File: config.mk
export PLATFORM = sky130hd
export DESIGN_NAME = uart_receiver
export DESIGN_NICKNAME = d
export VERILOG_FILES = /design/src/rtl/uart_receiver.sv
export SDC_FILE = /design/constraint.sdc
export NUM_CORES = 1
export LEC_CHECK = 0
export BUFFER_PORTS_ARGS = -buffer_cell sky130_fd_sc_hd__buf_2
export CORE_MARGIN = 2
export CORE_UTILIZATION = 55
export DETAILED_ROUTE_END_ITERATION = 16
export PLACE_DENSITY = 0.73
export SLEW_MARGIN = 15
export SYNTH_ARGS = -nofsm -noshare
export SYNTH_HDL_FRONTEND = slang
export SYNTH_SLANG_ARGS = --single-unit
File: constraint.sdc
create_clock -name clk -period 2.77 [get_ports clk]
set_clock_uncertainty 0.2 [all_clocks]
set_input_delay 0.6925 -clock clk [delete_from_list [all_inputs] [get_ports clk]]
set_output_delay 0.6925 -clock clk [all_outputs]
set_load 0.01 [all_outputs]
File: src/rtl/uart_receiver.sv
// UART 8N1 receiver (LSB first): ready/valid byte port, per-byte framing error, overrun pulse.
// Build option UART_RX_MAJORITY_VOTE_EN: each bit sample is a 3-cycle majority vote of rx_s.
module uart_receiver #(
    parameter int unsigned CLOCK_FREQ = 125_000_000,
    parameter int unsigned BAUD_RATE  = 115_200
) (
    input  logic       clk,
    input  logic       rst,
    input  logic       serial_in,
    output logic [7:0] data_out,
    output logic       data_out_valid,
    input  logic       data_out_ready,
    output logic       frame_error,
    output logic       overrun
);
    localparam int unsigned SYMBOL_EDGE_TIME = CLOCK_FREQ / BAUD_RATE;
    localparam int unsigned SAMPLE_TIME      = SYMBOL_EDGE_TIME / 2;
    localparam int unsigned CNT_W            = $clog2(SYMBOL_EDGE_TIME);
    localparam logic [CNT_W-1:0] SAMPLE_LAST = CNT_W'(SAMPLE_TIME - 1);
    localparam logic [CNT_W-1:0] SYMBOL_LAST = CNT_W'(SYMBOL_EDGE_TIME - 1);

    typedef enum logic [1:0] {IDLE, START, DATA, STOP} state_t;

    state_t           state;
    logic             rx_meta;
    logic             rx_s;
    logic             rx_prev;
    logic [CNT_W-1:0] clk_cnt;
    logic [2:0]       bit_cnt;
    logic [7:0]       shift_reg;
    logic             sample_c;

    // Two-flop synchronizer plus one-cycle history for falling-edge detection.
    always_ff @(posedge clk or posedge rst) begin
        if (rst) begin
            rx_meta <= 1'b1;
            rx_s    <= 1'b1;
            rx_prev <= 1'b1;
        end else begin
            rx_meta <= serial_in;
            rx_s    <= rx_meta;
            rx_prev <= rx_s;
        end
    end

`ifdef UART_RX_MAJORITY_VOTE_EN
    logic rx_prev2;

    always_ff @(posedge clk or posedge rst) begin
        if (rst) rx_prev2 <= 1'b1;
        else     rx_prev2 <= rx_prev;
    end

    assign sample_c = (rx_s & rx_prev) | (rx_s & rx_prev2) | (rx_prev & rx_prev2);
`else
    assign sample_c = rx_s;
`endif

    // Frame FSM, bit timing and output register; a finished byte may only replace an empty or consumed slot.
    always_ff @(posedge clk or posedge rst) begin
        if (rst) begin
            state          <= IDLE;
            clk_cnt        <= '0;
            bit_cnt        <= '0;
            shift_reg      <= '0;
            data_out       <= '0;
            data_out_valid <= 1'b0;
            frame_error    <= 1'b0;
            overrun        <= 1'b0;
        end else begin
            overrun <= 1'b0;
            clk_cnt <= clk_cnt + 1'b1;
            if (data_out_valid && data_out_ready)
                data_out_valid <= 1'b0;

            case (state)
                IDLE: begin
                    clk_cnt <= '0;
                    if (rx_prev && !rx_s)
                        state <= START;
                end
                START: begin
                    if (clk_cnt == SAMPLE_LAST) begin
                        if (sample_c) begin
                            state <= IDLE;
                        end else begin
                            clk_cnt <= '0;
                            bit_cnt <= '0;
                            state   <= DATA;
                        end
                    end
                end
                DATA: begin
                    if (clk_cnt == SYMBOL_LAST) begin
                        clk_cnt   <= '0;
                        shift_reg <= {sample_c, shift_reg[7:1]};
                        bit_cnt   <= bit_cnt + 1'b1;
                        if (bit_cnt == 3'd7)
                            state <= STOP;
                    end
                end
                STOP: begin
                    if (clk_cnt == SYMBOL_LAST) begin
                        clk_cnt <= '0;
                        state   <= IDLE;
                        if (!data_out_valid || data_out_ready) begin
                            data_out       <= shift_reg;
                            frame_error    <= !sample_c;
                            data_out_valid <= 1'b1;
                        end else begin
                            overrun <= 1'b1;
                        end
                    end
                end
                default: state <= IDLE;
            endcase
        end
    end
endmodule
==> results.cfg <==
[die]
dieHeight_um = 60.82
num_rows = 20
fp.dieArea_um2 = 3698
core_area_um2 = 3053
pin_count = 15
die_x_um = 60.82
initial_core_util_pct = 58.16

[drt]
ant_nets = 0
dr_total_vias = 1069
drtPass1Iterations = 4
initialDrtViolationCount = 36
wire_per_inst_um = 14.73
wl_mm = 2.931
drc = 0
via_per_inst = 5.372

[worst_setup_path]
cp_top_family = simple AND/OR/NAND/NOR gates
start_kind = register
slowest_delay_ns = 0.45
cp_max_fo = 9
path_class = reg2reg
crit_required_ns = 2.81
arrival_ns = 2.30
cp.buffers_inverters = 1
end_kind = register
crit_slowest_cell = dfrtp_1
cp_cell_sequence = inv_1 > ha_1 > and3b_1 > nor4b_4 > and2_1 > mux2_2

[synth]
ys.flop_type = dfrtp_1
ys_ff_latch = 38
synth_top_area_cell = dfrtp_1
synth_top_cell_area_share_pct = 49.33
ys_warn_count = 0
synth-seq-area-share_pct = 53.77
synth_area_um2 = 1775
synth_edf_count = 0
syn_nets = 147
synth_cells = 138
synth.distinct_cells = 35
synth.avg_cell_area_um2 = 12.87
async_reset_ff_share_pct = 100.0
netlist_top_cells_area = dfrtp_1 (49%), mux2_4 (6.8%), mux2_2 (5.7%), dfstp_2 (4.4%), ha_1 (3.5%)

[pwr]
peakVddDrop_v = 0.0004608
power_mw = 1.154
leakage_nw = 0.9537
power_density_nw_per_um2 = 602.6

[timing]
setup_viol = 0
setup_tns_ns = 0
period_minus_slack_ns = 2.261
finalHoldViolCount = 0
slew_headroom_pct = 69.36
drv_slew = 0
fin_crit_sh_pct = 81.63
rsz0062_at_grt = false
fmax_mhz = 442.2
worst_pin_slew_ns = 0.4596

[cts]
numCtsBuffers = 5
h-tree-depth = 2
path_clk_slew_ns = 0.11
cts_tree = built
clockBufferDepth = 2
clkLatencyLatePin_ns = 0.35
holdBufCountCts = 0
cts_root_buffer = clkbuf_4
cts_resized = 0
cts_setup_buffers = 0
cts.sinks = 38

[layout]
stdcell_area_um2 = 1914
nets = 163
layout_commonest_cell = dfrtp_1
area_growth_syn_to_layout_pct = 7.823
final_cell_mix = dfrtp_1 (35), buf_2 (14), a21oi_1 (11)
largest_reg_flops = 11
drive_gt1_share_pct = 29.03
antennaDiodeCount = 0
n_fill_cell = 270

[placement]
port-buffer-count = 14
hpwl_mm = 2.076
dpl_cell_area_um2 = 1863
gp_congestion = 0.7764

[global_route]
grt_pass1_vias = 1057
grt_max_degree = 39
grt_pass1_wl_mm = 4.940
grt.overflow.total = 0
antenna_found_initial = 0
track_usage_pct = 18.80

[job]
drv_cap = 0

[hold_path]
hp-class = reg2reg

[status]
status = completed
## per-layer routing
metal / track usage [%] / vias up / wire length (µm)
met2: 29.65 / 14 / 1414
met3: 7.036 / 5 / 113
li1: - / 512 / -
met1: 23.93 / 538 / 1362
met5: 0 / - / 0
met4: 6.522 / 0 / 41
## synthesized netlist by cell type, types with 2 or more instances
cell,n
dfrtp_1,35
a21oi_1,11
mux2_2,9
mux2_4,8
inv_1,7
nand2_1,7
nor2_1,6
ha_1,5
xor2_1,5
and4_1,4
nand3_1,4
xnor2_1,4
dfstp_2,3
mux2i_1,3
and3b_1,2
and4b_1,2
buf_2,2
clkbuf_1,2
nand2b_1,2
nor2b_1,2
## path summary, 6_finish.rpt
path,from,endpoint,slack (ns),cells after the start
max,clk_cnt[0],shift_reg[4],0.51,6
min,rx_meta,rx_s,0.16,0
max reg2reg,clk_cnt[0],shift_reg[4],0.51,6
min reg2reg,rx_meta,rx_s,0.16,0
max in group asynchronous,rst,rx_s,1.79,3
min in group asynchronous,rst,frame_error,0.22,3
## metrics by stage
| stage | hold slack, ns | worst slack, ns | cells | utilization (%) |
|---|---|---|---|---|
| 3_3_place_gp | 0.1459 | 0.6159 | 191 | 61.02 |
| 3_5_place_dp | 0.1513 | 0.5023 | 191 | 61.02 |
| 5_1_grt | 0.1744 | 0.3984 | 199 | 62.70 |
| 6_report | 0.1648 | 0.5087 | 199 | 62.70 |
| 2_1_floorplan | 0.1452 | 0.7630 | 138 | - |
| 4_1_cts | 0.1673 | 0.4990 | 199 | 62.70 |
## cell type report
class	count	area (µm²)	share of cell area, %
repair buffers	15	77.57	4.052
well taps	44	55.05	2.876
inverters	7	26.28	1.373
clock inverters	2	10.01	0.5229
flip-flops and latches	38	954.7	49.87
multi-input cells	87	749.5	39.15
clock buffers	6	41.29	2.157
## cells by family (layout without fill, tap and decap cells)
family	Yosys count	count (layout)	synth area share [%]
AND/OR/NAND/NOR	35	35	13.95
multiplexers	20	20	14.17
flip-flops	38	38	53.77
AO/OA/AOI/OAI	18	18	6.131
XOR/XNOR	9	9	4.439
buffers and inverters	13	30	4.018
adder cells (fa/ha/maj)	5	5	3.524
## where the power goes
part | switching, mW | internal (mW) | total, mW
registers | 0.0774 | 0.609 | 0.686
clock network | 0.177 | 0.0967 | 0.274
logic | 0.101 | 0.0929 | 0.194
total | 0.355 | 0.798 | 1.15
(Power assumes the default switching activity.)
